<file path="src/rtl/multi_stay_latch_if.sv">
// Event-latch status bus: raw event lines and controls in, latched status and
// episode/statistics reporting out.
interface multi_stay_latch_if #(
  parameter int CHANNELS = 8,
  parameter int CNT_W    = 16,
  parameter int IDX_W    = (CHANNELS > 1) ? $clog2(CHANNELS) : 1
);
  logic [CHANNELS-1:0] x;
  logic [CHANNELS-1:0] clear;
  logic                mode;
  logic [CHANNELS-1:0] y;
  logic                any;
  logic [IDX_W-1:0]    first_idx;
  logic                first_valid;
  logic [CNT_W-1:0]    event_count;

  modport master (
    output x, clear, mode,
    input  y, any, first_idx, first_valid, event_count
  );

  modport slave (
    input  x, clear, mode,
    output y, any, first_idx, first_valid, event_count
  );
endinterface

</file>
<file path="src/rtl/multi_stay_latch.sv">
// Multi-channel qualified sticky/release event latch with first-latched index and saturating event count.
// Latency: QUAL_CYCLES edges from x high to y high; one edge for clear/release; no backpressure (status only).
module multi_stay_latch #(
  parameter int CHANNELS    = 8,
  parameter int QUAL_CYCLES = 4,
  parameter int CNT_W       = 16,
  parameter int IDX_W       = (CHANNELS > 1) ? $clog2(CHANNELS) : 1
) (
  input  logic              clock_100Mhz,
  input  logic              reset,
  multi_stay_latch_if.slave bus
);

  // The counter only ever holds 1..QUAL_CYCLES-1 while qualifying.
  localparam int QCW = (QUAL_CYCLES > 1) ? $clog2(QUAL_CYCLES) : 1;
  localparam logic [QCW-1:0] QUAL_LAST = QCW'(QUAL_CYCLES - 1);
  localparam int POP_W = $clog2(CHANNELS + 1);
  localparam int SUM_W = CNT_W + POP_W;
  localparam logic [CNT_W-1:0] CNT_MAX = {CNT_W{1'b1}};

  typedef enum logic [1:0] {
    S_IDLE    = 2'd0,
    S_QUALIFY = 2'd1,
    S_LATCHED = 2'd2
  } state_t;

  state_t              state [CHANNELS];
  logic [QCW-1:0]      cnt   [CHANNELS];
  logic [CHANNELS-1:0] y_q;
  logic [IDX_W-1:0]    first_idx_q;
  logic                first_valid_q;
  logic [CNT_W-1:0]    count_q;

  logic [CHANNELS-1:0] enter;
  logic [CHANNELS-1:0] stay;
  logic [POP_W-1:0]    pop;
  logic [IDX_W-1:0]    lowest;
  logic [SUM_W-1:0]    sum;

  // enter: channel reaches LATCHED on this edge; stay: already LATCHED and remains so.
  always_comb begin
    enter  = '0;
    stay   = '0;
    pop    = '0;
    lowest = '0;
    for (int i = 0; i < CHANNELS; i++) begin
      case (state[i])
        S_IDLE:    enter[i] = bus.x[i] && (QUAL_CYCLES == 1);
        S_QUALIFY: enter[i] = bus.x[i] && (cnt[i] == QUAL_LAST);
        S_LATCHED: stay[i]  = bus.x[i] || !bus.mode;
        default:   ;
      endcase
      if (bus.clear[i]) begin
        enter[i] = 1'b0;
        stay[i]  = 1'b0;
      end
      pop = pop + POP_W'(enter[i]);
    end
    for (int i = CHANNELS - 1; i >= 0; i--) begin
      if (enter[i]) lowest = IDX_W'(i);
    end
    sum = SUM_W'(count_q) + SUM_W'(pop);
  end

  always_ff @(posedge clock_100Mhz) begin
    if (!reset) begin
      for (int i = 0; i < CHANNELS; i++) begin
        state[i] <= S_IDLE;
        cnt[i]   <= '0;
      end
      y_q           <= '0;
      first_idx_q   <= '0;
      first_valid_q <= 1'b0;
      count_q       <= '0;
    end else begin
      for (int i = 0; i < CHANNELS; i++) begin
        if (bus.clear[i]) begin
          state[i] <= S_IDLE;
          cnt[i]   <= '0;
        end else begin
          case (state[i])
            S_IDLE: begin
              if (bus.x[i]) begin
                if (QUAL_CYCLES == 1) begin
                  state[i] <= S_LATCHED;
                end else begin
                  state[i] <= S_QUALIFY;
                  cnt[i]   <= QCW'(1);
                end
              end
            end
            S_QUALIFY: begin
              if (!bus.x[i]) begin
                state[i] <= S_IDLE;
                cnt[i]   <= '0;
              end else if (cnt[i] == QUAL_LAST) begin
                state[i] <= S_LATCHED;
                cnt[i]   <= '0;
              end else begin
                cnt[i] <= cnt[i] + QCW'(1);
              end
            end
            S_LATCHED: begin
              if (bus.mode && !bus.x[i]) state[i] <= S_IDLE;
            end
            default: begin
              state[i] <= S_IDLE;
              cnt[i]   <= '0;
            end
          endcase
        end
      end

      y_q     <= enter | stay;
      count_q <= (sum > SUM_W'(CNT_MAX)) ? CNT_MAX : sum[CNT_W-1:0];

      // An episode lasts while any channel is latched after the edge; a
      // same-edge handover (all leave, another enters) keeps the old index.
      if (!first_valid_q) begin
        if (|enter) begin
          first_idx_q   <= lowest;
          first_valid_q <= 1'b1;
        end
      end else if (!(|(enter | stay))) begin
        first_valid_q <= 1'b0;
      end
    end
  end

  assign bus.y           = reset ? y_q : '0;
  assign bus.any         = reset ? (|y_q) : 1'b0;
  assign bus.first_idx   = reset ? first_idx_q : '0;
  assign bus.first_valid = reset ? first_valid_q : 1'b0;
  assign bus.event_count = reset ? count_q : '0;

endmodule

</file>
<file path="src/flat_wrapper.sv">
// flat-port wrapper written by rule: the top's interface ports become plain ports
module multi_stay_latch_flat 
#(
  parameter int CHANNELS    = 8,
  parameter int QUAL_CYCLES = 4,
  parameter int CNT_W       = 16,
  parameter int IDX_W       = (CHANNELS > 1) ? $clog2(CHANNELS) : 1
)
  (clock_100Mhz, reset, bus_x, bus_clear, bus_mode, bus_y, bus_any, bus_first_idx, bus_first_valid, bus_event_count);
  multi_stay_latch_if #(.CHANNELS(CHANNELS), .CNT_W(CNT_W), .IDX_W(IDX_W)) bus_i ();
  input  logic clock_100Mhz;
  input  logic reset;
  input wire logic [$bits(bus_i.x)-1:0] bus_x;
  input wire logic [$bits(bus_i.clear)-1:0] bus_clear;
  input wire logic [$bits(bus_i.mode)-1:0] bus_mode;
  output wire logic [$bits(bus_i.y)-1:0] bus_y;
  output wire logic [$bits(bus_i.any)-1:0] bus_any;
  output wire logic [$bits(bus_i.first_idx)-1:0] bus_first_idx;
  output wire logic [$bits(bus_i.first_valid)-1:0] bus_first_valid;
  output wire logic [$bits(bus_i.event_count)-1:0] bus_event_count;
  assign bus_i.x = bus_x;
  assign bus_i.clear = bus_clear;
  assign bus_i.mode = bus_mode;
  assign bus_y = bus_i.y;
  assign bus_any = bus_i.any;
  assign bus_first_idx = bus_i.first_idx;
  assign bus_first_valid = bus_i.first_valid;
  assign bus_event_count = bus_i.event_count;
  multi_stay_latch #(.CHANNELS(CHANNELS), .QUAL_CYCLES(QUAL_CYCLES), .CNT_W(CNT_W), .IDX_W(IDX_W)) u_core (.clock_100Mhz(clock_100Mhz), .reset(reset), .bus(bus_i));
endmodule
</file>
<file path="config.mk">
export PLATFORM = sky130hd
export DESIGN_NAME = multi_stay_latch_flat
export DESIGN_NICKNAME = d
export VERILOG_FILES = /design/src/rtl/multi_stay_latch_if.sv /design/src/rtl/multi_stay_latch.sv /design/src/flat_wrapper.sv
export SDC_FILE = /design/constraint.sdc
export NUM_CORES = 1
export LEC_CHECK = 0
export BUFFER_PORTS_ARGS = -buffer_cell sky130_fd_sc_hd__buf_2
export CORE_MARGIN = 3
export CORE_UTILIZATION = 50
export CTS_BUF_LIST = sky130_fd_sc_hd__clkbuf_4
export CTS_CLUSTER_SIZE = 40
export DETAILED_ROUTE_END_ITERATION = 10
export PLACE_DENSITY_LB_ADDON = 0.2
export RECOVER_POWER = 50
export SLEW_MARGIN = 20
export SYNTH_ARGS = -nofsm -noshare
export SYNTH_HDL_FRONTEND = slang
export SYNTH_SLANG_ARGS = --single-unit
</file>
<file path="constraint.sdc">
create_clock -name clock_100Mhz -period 6.6 [get_ports clock_100Mhz]
set_input_delay 1.32 -clock clock_100Mhz [delete_from_list [all_inputs] [get_ports clock_100Mhz]]
set_output_delay 1.32 -clock clock_100Mhz [all_outputs]
set_load 0.05 [all_outputs]
</file>
==> results.sh, run 1 <==
export IMPL_io_pins=48
export IMPL_core_mm2=0.006944
export IMPL_finalCritPeriodShare_pct=82.94
export IMPL_r2r_end="u_core.count_q[1]$_SDFF_PN0_"
export IMPL_min_to="u_core.first_idx_q[2]$_SDFFE_PN0P_"
export IMPL_holdPathStages=2
export IMPL_cp_start_kind="input pin"
export IMPL_post_cts_buffers=0
export IMPL_synthArstFlopShare_pct=0
export IMPL_clkTransAtPathRegs_ns=0.09
export IMPL_min_from="u_core.first_idx_q[2]$_SDFFE_PN0P_"
export IMPL_grtUsageTotal_pct=19.24
export IMPL_routed_wl_mm=7.700
export IMPL_die_h_um=91.48
export IMPL_ir_worst_vdd_mv=0.1063
export IMPL_crit_type="in -> reg"
export IMPL_clk_latency_ns=0.40
export IMPL_seq_area_frac_synth_pct=41.64
export IMPL_die_w_um=91.48
export IMPL_route_vias_total=2978
export IMPL_die_area_mm2=0.008369
export IMPL_drive_gt1_share_pct=17.56
export IMPL_ys_flop_type="edfxtp_1"
export IMPL_first_iter_violations=93
export IMPL_drc=0
export IMPL_hold_ws_ns=0.4845
export IMPL_viasPerCell=5.454
export IMPL_cts_made_buffers=9
export IMPL_dpl_hpwl_mm=5.774
export IMPL_syn_area_mm2=0.003654
export IMPL_tritoncts="yes"
export IMPL_synth_most_common_cell="nor2_1"
export IMPL_synth_avg_cell_area_um2=9.203
export IMPL_synthesis_nets=437
export IMPL_worstRegToRegCells=16
export IMPL_grt_max_degree=35
export IMPL_area_delta_synth_final_pct=11.40
export IMPL_clkSinkCount=60
export IMPL_critical_path_required_ns=6.91
export IMPL_final_util_pct=58.61
export IMPL_dr_pass1_iters=4
export IMPL_final_max_slew_viol_count=0
export IMPL_num_rows=30
export IMPL_nFillCells=662
export IMPL_fin_area_mm2=0.004070
export IMPL_rsz0062_at_grt="false"
export IMPL_cellInternalPower_mw=0.5543
export IMPL_grt_pass1_wl_mm=13.14
export IMPL_antenna_found_initial=0
export IMPL_max_slew_margin_pct=18.12
export IMPL_p_seq_share_pct=57.1
export IMPL_p_leak_nw=1.728
export IMPL_setup_tns_ns=0
export IMPL_arrival_ns=5.78
export IMPL_min_path_type="reg -> reg"
export IMPL_rrSetupSlack_ns=1.55
export IMPL_p_comb_share_pct=9.4
export IMPL_globalplace_congestion=0.7918
export IMPL_ctsHoldBuffers=0
export IMPL_fin_skew_ns=0.02335
export IMPL_grt_ovfl_total=0
export IMPL_p_per_area_mw_per_mm2=182.1
export IMPL_htree_levels=3
export IMPL_finalSetupViolCount=0
export IMPL_status="finished clean"
export IMPL_finalHoldViolCount=0
export IMPL_timing_rr_start="u_core.cnt[0][2]$_SDFFCE_PP0P_"
export IMPL_antenna_cells=0
export IMPL_synth_area_leaders="edfxtp_1 (26%), dfxtp_1 (15%), ha_1 (5.5%)"
export IMPL_num_nets_final=485
export IMPL_synth_top_area_cell="edfxtp_1"
export IMPL_end_kind="flop"
export IMPL_cap_violations=0
export IMPL_drtAntennaViolNets=0
export IMPL_synth_top_area_share_pct=26.30
export IMPL_min_period_ns=5.474
export IMPL_synth_commonest_cells="nor2_1 (45), nand2_1 (33), edfxtp_1 (32)"
export IMPL_clkPwrFrac_pct=33.5
export IMPL_synth_distinct_cells=63
export IMPL_post_dp_cell_area_mm2=0.003949
export IMPL_post_cts_resized=0
export IMPL_cts_root_buf="clkbuf_4"
export IMPL_port_buffers=47
export IMPL_max_freq_mhz=182.7
export IMPL_power_switching_mw=0.1870
export IMPL_clock_path_buffers=2
export IMPL_p_sw_share_pct=25.22
export IMPL_ys_ff_latch=60
export IMPL_synth_edf_count=32
export IMPL_grt_pass1_vias=2844
export IMPL_crit_fanout=10
export IMPL_yosysWarnings=0
export IMPL_synthCells=397
export IMPL_wl_per_cell_um=14.10
export IMPL_initial_core_util_pct=52.61
export IMPL_worst_pin_slew_ns=1.228
[state kept, by name, indices dropped and copies added, names as in the netlist]
signal / count
u_core.state: 16
u_core.cnt: 16
u_core.first_valid_q: 1
u_core.count_q: 16
u_core.first_idx_q: 3
u_core.y_q: 8
[critical path: stages]
cell      delay (ns)
buf_2           0.10
nand4b_1        0.12
or2_2           0.34
inv_1           0.09
ha_1            0.24
fa_1            0.48
inv_1           0.05
fa_1            0.44
fa_1            0.41
fa_1            0.50
fa_1            0.44
nor2b_1         0.14
o21ai_1         0.14
a21oi_2         0.39
nand2_1         0.33
a21oi_1         0.25
[worst max path at each step]
stage | slack [ns] | cells after the start | start | end
2_1_floorplan | 1.29 | 15 | bus_x[1] | u_core.count_q[14]$_SDFF_PN0_
3_3_place_gp | 0.94 | 16 | bus_x[1] | u_core.count_q[1]$_SDFF_PN0_
3_5_place_dp | 0.76 | 16 | bus_x[1] | u_core.count_q[1]$_SDFF_PN0_
4_1_cts | 1.17 | 16 | bus_x[1] | u_core.count_q[1]$_SDFF_PN0_
5_1_grt | 0.93 | 16 | bus_x[1] | u_core.count_q[1]$_SDFF_PN0_
6_report | 1.13 | 16 | bus_x[1] | u_core.count_q[1]$_SDFF_PN0_
[final cells by class]
class | instances | area (um2) | share of cell area, %
Sequential cell | 60 | 1521 | 37.38
Multi-Input combinational cell | 297 | 1956 | 48.05
Tap cell | 96 | 120.1 | 2.951
Timing Repair Buffer | 48 | 236.5 | 5.810
Inverter | 29 | 108.9 | 2.674
Clock inverter | 5 | 45.04 | 1.107
Clock buffer | 11 | 82.58 | 2.029
[cells by family (layout without fill, tap and decap cells)]
| group | count (synthesis) | in the layout | share of synthesized area (%) |
|---|---|---|---|
| buffers and inverters | 40 | 93 | 4.829 |
| XOR/XNOR | 10 | 10 | 2.397 |
| AND/OR/NAND/NOR | 184 | 184 | 27.23 |
| multiplexers | 4 | 4 | 1.096 |
| adder cells (fa/ha/maj) | 21 | 21 | 8.219 |
| flip-flops | 60 | 60 | 41.64 |
| AO/OA/AOI/OAI | 78 | 78 | 14.59 |
[cell usage in the layout, fill, tap and decap left out, types with 3 or more instances in the layout]
cell type  count
a211oi_1       5
nor2_1        45
nand4b_1       5
clkbuf_1       3
and2_1        23
ha_1          16
dfxtp_1       28
nand3_1        4
buf_2         45
or4_1          6
a21oi_1       21
nand2_1       33
nand2b_1       5
xnor2_1        8
mux2i_1        4
inv_1         29
o21a_1         4
clkbuf_4      11
nor3_1        21
nand3b_1       4
o22ai_1        4
edfxtp_1      32
nor4_1         4
and3_1         5
o31a_2         4
o21ai_0       18
nor2b_1       13
fa_1           5
clkinv_1       3
or2_2          3
[power groups by stage]
stage | sequential, mW | combinational (mW) | clock, mW
after global placement | 0.431 | 0.0680 | 0
final | 0.423 | 0.0696 | 0.248
after detailed placement | 0.432 | 0.0696 | 0
after floorplan | 0.425 | 0.0541 | 0
after CTS | 0.423 | 0.0702 | 0.252
after global routing | 0.426 | 0.0785 | 0.267
[per-stage QoR]
stage	worst slack (ns)	cells	power [mW]
final	1.126	546	0.7413
after floorplan	1.289	397	0.4789
after CTS	1.169	546	0.7458
after detailed placement	0.7595	530	0.5014
after global placement	0.9393	530	0.4988
after global routing	0.9293	546	0.7721
[layer usage]
metal / global-route usage (%) / vias up / share of wire (%)
met5: 0 / - / 0
met4: 8.040 / 0 / 1.2
met3: 3.480 / 10 / 4.6
met2: 30.19 / 74 / 46
met1: 26.02 / 1387 / 48
li1: - / 1507 / -
Note: power is estimated with default switching activity, not from simulation.
==> run 2: changes to the inputs <==
- clock period: 6.6 -> 5.45 ns (I/O delays scaled with it)
==> run 2 against run 1 <==
Against the previous run: clock skew shrank 0.0072 ns; flip-flop and latch count is the same; routed wire length grew 1.5%; core utilization grew 0.81 points; first-iteration DRC count grew 45%; non-clock buffer count grew 4; count of clock-buffer cells in the layout shrank 1; critical path type unchanged; largest cell class unchanged; largest power group unchanged; highest routed layer unchanged.
==> results.sh, run 2 (synthesis results as in run 1) <==
export IMPL_crit_family="adder cells"
export IMPL_core_mm2=0.006944
export IMPL_cts_made_buffers=9
export IMPL_post_cts_buffers=0
export IMPL_die_h_um=91.48
export IMPL_crit_cells=16
export IMPL_arrival_ns=5.30
export IMPL_min_from="u_core.first_idx_q[1]$_SDFFE_PN0P_"
export IMPL_ctsHoldBuffers=0
export IMPL_drtAntennaViolNets=0
export IMPL_viasPerCell=5.515
export IMPL_routed_wl_mm=7.816
export IMPL_dpl_hpwl_mm=5.769
export IMPL_crit_fanout=10
export IMPL_grt_use_met1_pct=27.75
export IMPL_grt_ovfl_total=0
export IMPL_p_seq_share_pct=54.1
export IMPL_min_to="u_core.first_idx_q[1]$_SDFFE_PN0P_"
export IMPL_finalHoldViolCount=0
export IMPL_io_pins=48
export IMPL_min_path_type="reg -> reg"
export IMPL_antenna_cells=0
export IMPL_p_comb_share_pct=9.0
export IMPL_r2r_end="u_core.count_q[1]$_SDFF_PN0_"
export IMPL_cpMostUsedCell="fa_1"
export IMPL_clock_path_buffers=2
export IMPL_first_iter_violations=135
export IMPL_drc=0
export IMPL_cp_start_kind="input pin"
export IMPL_htree_levels=3
export IMPL_p_sw_share_pct=24.65
export IMPL_route_vias_total=3033
export IMPL_worst_pin_slew_ns=1.404
export IMPL_port_buffers=47
export IMPL_post_dp_cell_area_mm2=0.003979
export IMPL_num_rows=30
export IMPL_use_met2_pct=29.40
export IMPL_cp_cell_sequence="buf_2 -> nand4b_1 -> or2_2 -> inv_1 -> ha_1 -> fa_1 -> inv_1 -> fa_1 -> fa_1 -> fa_1 -> fa_1 -> nor2b_1 -> o21ai_1 -> a21oi_2 -> nand2_1 -> a21oi_1"
export IMPL_min_period_ns=4.985
export IMPL_power_switching_mw=0.2337
export IMPL_initial_core_util_pct=52.61
export IMPL_setup_tns_ns=0
export IMPL_clkSinkCount=60
export IMPL_p_leak_nw=1.761
export IMPL_end_kind="flop"
export IMPL_post_cts_resized=0
export IMPL_holdPathStages=2
export IMPL_dr_pass1_iters=4
export IMPL_num_nets_final=489
export IMPL_final_cell_mix="nor2_1 (45), buf_2 (45), nand2_1 (33)"
export IMPL_grt_pass1_wl_mm=13.32
export IMPL_finalCritPeriodShare_pct=91.48
export IMPL_clkTransAtPathRegs_ns=0.10
export IMPL_max_slew_margin_pct=6.384
export IMPL_rrSetupSlack_ns=0.63
export IMPL_status="finished clean"
export IMPL_cellInternalPower_mw=0.7141
export IMPL_grt_max_degree=35
export IMPL_tritoncts="yes"
export IMPL_critical_path_required_ns=5.76
export IMPL_area_delta_synth_final_pct=12.95
export IMPL_wl_per_cell_um=14.21
export IMPL_final_max_slew_viol_count=0
export IMPL_clk_latency_ns=0.40
export IMPL_antenna_found_initial=0
export IMPL_cts_root_buf="clkbuf_4"
export IMPL_max_stage_delay_ns=0.49
export IMPL_drive_gt1_share_pct=18.72
export IMPL_ir_worst_vdd_mv=0.1716
export IMPL_die_w_um=91.48
export IMPL_cp_slowest_cell="fa_1"
export IMPL_clkPwrFrac_pct=36.9
export IMPL_biggestRegsByFlops="u_core.cnt (16), u_core.count_q (16), u_core.state (16)"
export IMPL_grt_pass1_vias=2815
export IMPL_grt_busiest_layer="met2"
export IMPL_p_per_area_mw_per_mm2=229.7
export IMPL_finalSetupViolCount=0
export IMPL_gr_usage_met3_pct=3.894
export IMPL_max_freq_mhz=200.6
export IMPL_die_area_mm2=0.008369
export IMPL_worstRegToRegCells=16
export IMPL_grtUsageTotal_pct=19.61
export IMPL_cp_num_buf_inv=3
export IMPL_crit_type="in -> reg"
export IMPL_timing_rr_start="u_core.cnt[0][2]$_SDFFCE_PP0P_"
export IMPL_fin_area_mm2=0.004126
export IMPL_cap_violations=0
export IMPL_fin_skew_ns=0.01618
export IMPL_rsz0062_at_grt="false"
export IMPL_globalplace_congestion=0.8172
run 2: through the flow:
stage	instances	total power [mW]	hold WS, ns	utilization (%)	setup WS (ns)
after floorplan	397	0.5799	0.4430	-	0.3686
after global placement	534	0.6041	0.4589	57.30	0.1209
after detailed placement	534	0.6075	0.4619	57.30	0.06953
after CTS	550	0.9528	0.4755	59.51	0.4869
after global routing	550	0.9914	0.4924	59.42	0.2544
final	550	0.9477	0.4781	59.42	0.4646
run 2: area by class of cell:
type | count | area [um2]
fill | 601 | 2818
multi-input combinational | 297 | 1956
sequential | 60 | 1521
timing repair buffer | 52 | 266.5
tap | 96 | 120.1
inverter | 29 | 108.9
clock inverter | 6 | 78.83
clock buffer | 10 | 75.07
run 2: metal layers:
metal / up-vias / share of wire, %
li1: 1524 / -
met1: 1446 / 50
met3: 14 / 3.3
met2: 49 / 45
met4: 0 / 1.8
met5: - / 0
run 2: worst reg2reg max path: cells and delay by family (launching register included):
family | cells | cell delay (ns)
AO/OA/AOI/OAI | 3 | 0.61
AND/OR/NAND/NOR | 4 | 0.87
buffers and inverters | 2 | 0.14
adder cells (fa/ha/maj) | 7 | 2.73
flip-flops | 1 | 0.37
run 2: worst max path at each step:
stage                                          endpoint     start  slack, ns
final                      u_core.count_q[1]$_SDFF_PN0_  bus_x[1]       0.46
after CTS                  u_core.count_q[6]$_SDFF_PN0_  bus_x[1]       0.49
after global routing       u_core.count_q[1]$_SDFF_PN0_  bus_x[1]       0.25
after detailed placement  u_core.count_q[14]$_SDFF_PN0_  bus_x[1]       0.07
after global placement    u_core.count_q[14]$_SDFF_PN0_  bus_x[1]       0.12
after floorplan           u_core.count_q[14]$_SDFF_PN0_  bus_x[1]       0.37
run 2: power by group through the flow:
stage | Clock, mW | Combinational (mW) | Sequential, mW
global route | 0.380 | 0.0956 | 0.516
finish | 0.350 | 0.0852 | 0.512
floorplan | 0 | 0.0655 | 0.514
detailed placement | 0 | 0.0847 | 0.523
CTS | 0.355 | 0.0854 | 0.512
global placement | 0 | 0.0826 | 0.522
==> run 3: changes to the inputs <==
--- a/config.mk
+++ b/config.mk
@@ -8,4 +8,6 @@
 export BUFFER_PORTS_ARGS = -buffer_cell sky130_fd_sc_hd__buf_2
+export CELL_PAD_IN_SITES_DETAIL_PLACEMENT = 1
+export CELL_PAD_IN_SITES_GLOBAL_PLACEMENT = 2
 export CORE_MARGIN = 3
-export CORE_UTILIZATION = 50
+export CORE_UTILIZATION = 37
 export CTS_BUF_LIST = sky130_fd_sc_hd__clkbuf_4
==> constraint.sdc (replaced) <==
create_clock -name clock_100Mhz -period 5.45 [get_ports clock_100Mhz]
set_input_delay 0.2725 -clock clock_100Mhz [delete_from_list [all_inputs] [get_ports clock_100Mhz]]
set_output_delay 0.2725 -clock clock_100Mhz [all_outputs]
set_load 0.05 [all_outputs]
==> run 3 against run 2 <==
Against the previous run: fmax fell by 2.0%; final area fell by 1.6%; largest cell class unchanged; sequential power hardly changed; via count is 0.99% higher; count of clock-buffer cells in the layout rose by 1; sequential share of layout area is 0.59 points higher; critical path type is now reg -> reg; non-clock buffer count shrank 3; routed wire length grew 15%; core utilization decreased by 16 points.
==> results.sh, run 3 (synthesis results as in run 1) <==
export IMPL_rsz0062_at_grt="false"
export IMPL_dr_pass1_iters=4
export IMPL_arrival_ns=5.40
export IMPL_cts_made_buffers=9
export IMPL_die_h_um=105.4
export IMPL_finalSetupViolCount=0
export IMPL_io_pins=48
export IMPL_dr_wl_met2_mm=4.064
export IMPL_biggestRegsByFlops="u_core.cnt (16), u_core.count_q (16), u_core.state (16)"
export IMPL_max_slew_margin_pct=16.15
export IMPL_htree_levels=3
export IMPL_cp_cell_sequence="ha_1 -> nand4b_1 -> or2_2 -> inv_1 -> ha_1 -> fa_1 -> inv_1 -> fa_1 -> fa_1 -> fa_1 -> fa_1 -> nor2b_1 -> o21ai_1 -> a21oi_2 -> nand2_1 -> a21oi_1"
export IMPL_route_vias_total=3063
export IMPL_instances_no_fill=580
export IMPL_worst_pin_slew_ns=1.258
export IMPL_setup_tns_ns=0
export IMPL_worstRegToRegCells=16
export IMPL_min_from="bus_clear[1]"
export IMPL_viasPerCell=5.281
export IMPL_ctsHoldBuffers=0
export IMPL_cpMostUsedCell="fa_1"
export IMPL_drtAntennaViolNets=0
export IMPL_finalHoldViolCount=0
export IMPL_num_nets_final=486
export IMPL_crit_fanout=10
export IMPL_p_per_area_mw_per_mm2=212.3
export IMPL_post_cts_resized=0
export IMPL_min_to="u_core.y_q[1]$_SDFF_PN0_"
export IMPL_final_util_pct=43.14
export IMPL_finalCritPeriodShare_pct=93.31
export IMPL_core_mm2=0.009415
export IMPL_port_buffers=47
export IMPL_drc=0
export IMPL_initial_core_util_pct=38.80
export IMPL_place_inst=564
export IMPL_clkSinkCount=60
export IMPL_antenna_found_initial=0
export IMPL_routed_wl_mm=9.006
export IMPL_tritoncts="yes"
export IMPL_layout_commonest_cell="nor2_1"
export IMPL_grt_pass1_vias=3134
export IMPL_cap_violations=0
export IMPL_post_cts_buffers=0
export IMPL_dpl_hpwl_mm=6.894
export IMPL_min_period_ns=5.086
export IMPL_status="finished clean"
export IMPL_fin_area_mm2=0.004061
export IMPL_grt_max_degree=35
export IMPL_globalplace_congestion=0.7864
export IMPL_end_kind="flop"
export IMPL_max_stage_delay_ns=0.49
export IMPL_cp_slowest_cell="fa_1"
export IMPL_critical_path_required_ns=5.76
export IMPL_first_iter_violations=118
export IMPL_grt_ovfl_total=0
export IMPL_ir_worst_vdd_mv=0.09046
export IMPL_cts_root_buf="clkbuf_4"
export IMPL_antenna_cells=0
export IMPL_p_leak_nw=1.625
export IMPL_die_area_mm2=0.01110
export IMPL_num_rows=35
export IMPL_holdPathStages=2
export IMPL_die_w_um=105.4
export IMPL_crit_family="adder cells"
export IMPL_area_delta_synth_final_pct=11.16
export IMPL_fin_skew_ns=0.01682
export IMPL_post_dp_cell_area_mm2=0.003998
export IMPL_rrSetupSlack_ns=0.36
export IMPL_final_cell_mix="nor2_1 (45), nand2_1 (33), edfxtp_1 (32)"
export IMPL_grt_pass1_wl_mm=15.04
export IMPL_max_freq_mhz=196.6
export IMPL_cp_num_buf_inv=2
export IMPL_grtUsageTotal_pct=16.68
export IMPL_nFillCells=1142
export IMPL_final_max_slew_viol_count=0
export IMPL_clk_latency_ns=0.41
export IMPL_r2r_end="u_core.count_q[1]$_SDFF_PN0_"
export IMPL_wl_per_cell_um=15.53
export IMPL_hold_ws_ns=0.08773
export IMPL_clkTransAtPathRegs_ns=0.11
export IMPL_min_path_type="in -> reg"
export IMPL_clock_path_buffers=2
export IMPL_routed_wl_met3_um=250
export IMPL_crit_type="reg -> reg"
export IMPL_cp_start_kind="flop"
export IMPL_drive_gt1_share_pct=12.86
export IMPL_timing_rr_start="u_core.cnt[0][2]$_SDFFCE_PP0P_"
export IMPL_maxUsedRoutingLayer="met4"
export IMPL_met1_length_mm=4.537
run 3: cell types whose count changed in the layout (fill, tap and decap cells not counted), moves of 2 or more:
cell       previous run  this run
bufinv_16             2         0
buf_4                 4         1
clkbuf_1              3        25
inv_2                 0         2
and2_0                0         2
buf_2                45        23
run 3: cell type report:
class                      instances  area (um2)  area share, %
clock buffer                      11       82.58          2.033
sequential                        60        1521          37.46
clock inverter                     5       21.27         0.5237
inverter                          29       108.9          2.680
tap                              129       161.4          3.974
multi-input combinational        297        1949          48.00
timing repair buffer              49       216.5          5.330
run 3: worst max-delay path by stage:
stage,endpoint,from,slack (ns),cells after the start
floorplan,u_core.count_q[14]$_SDFF_PN0_,u_core.cnt[0][2]$_SDFFCE_PP0P_,0.93,16
global placement,u_core.count_q[1]$_SDFF_PN0_,u_core.cnt[0][2]$_SDFFCE_PP0P_,0.60,16
detailed placement,u_core.count_q[4]$_SDFF_PN0_,u_core.cnt[0][2]$_SDFFCE_PP0P_,0.42,16
CTS,u_core.count_q[1]$_SDFF_PN0_,u_core.cnt[0][2]$_SDFFCE_PP0P_,0.37,16
global route,u_core.count_q[1]$_SDFF_PN0_,u_core.cnt[0][2]$_SDFFCE_PP0P_,0.01,16
finish,u_core.count_q[1]$_SDFF_PN0_,u_core.cnt[0][2]$_SDFFCE_PP0P_,0.36,16
run 3: routing by layer:
layer | vias up | track usage, %
met3 | 12 | 2.878
met1 | 1495 | 22.59
met4 | 0 | 6.279
met2 | 38 | 26.59
met5 | - | 0
li1 | 1518 | -
run 3: worst register-to-register path: stages, from the launching register on:
cell	delay [ns]
edfxtp_1	0.37
ha_1	0.22
nand4b_1	0.13
or2_2	0.34
inv_1	0.09
ha_1	0.23
fa_1	0.49
inv_1	0.05
fa_1	0.44
fa_1	0.42
fa_1	0.49
fa_1	0.45
nor2b_1	0.14
o21ai_1	0.14
a21oi_2	0.42
nand2_1	0.35
a21oi_1	0.22
run 3: power breakdown:
part           leakage, nW  internal [mW]  switching [mW]
Combinational        0.959         0.0322          0.0548
Sequential           0.598          0.494          0.0193
Clock               0.0685         0.0990           0.163
run 3: stage by stage:
step | setup WS [ns] | power (mW)
2_1_floorplan | 0.9334 | 0.5799
3_3_place_gp | 0.5989 | 0.6082
3_5_place_dp | 0.4170 | 0.6125
4_1_cts | 0.3659 | 0.8720
5_1_grt | 0.01074 | 0.8981
6_report | 0.3645 | 0.8621
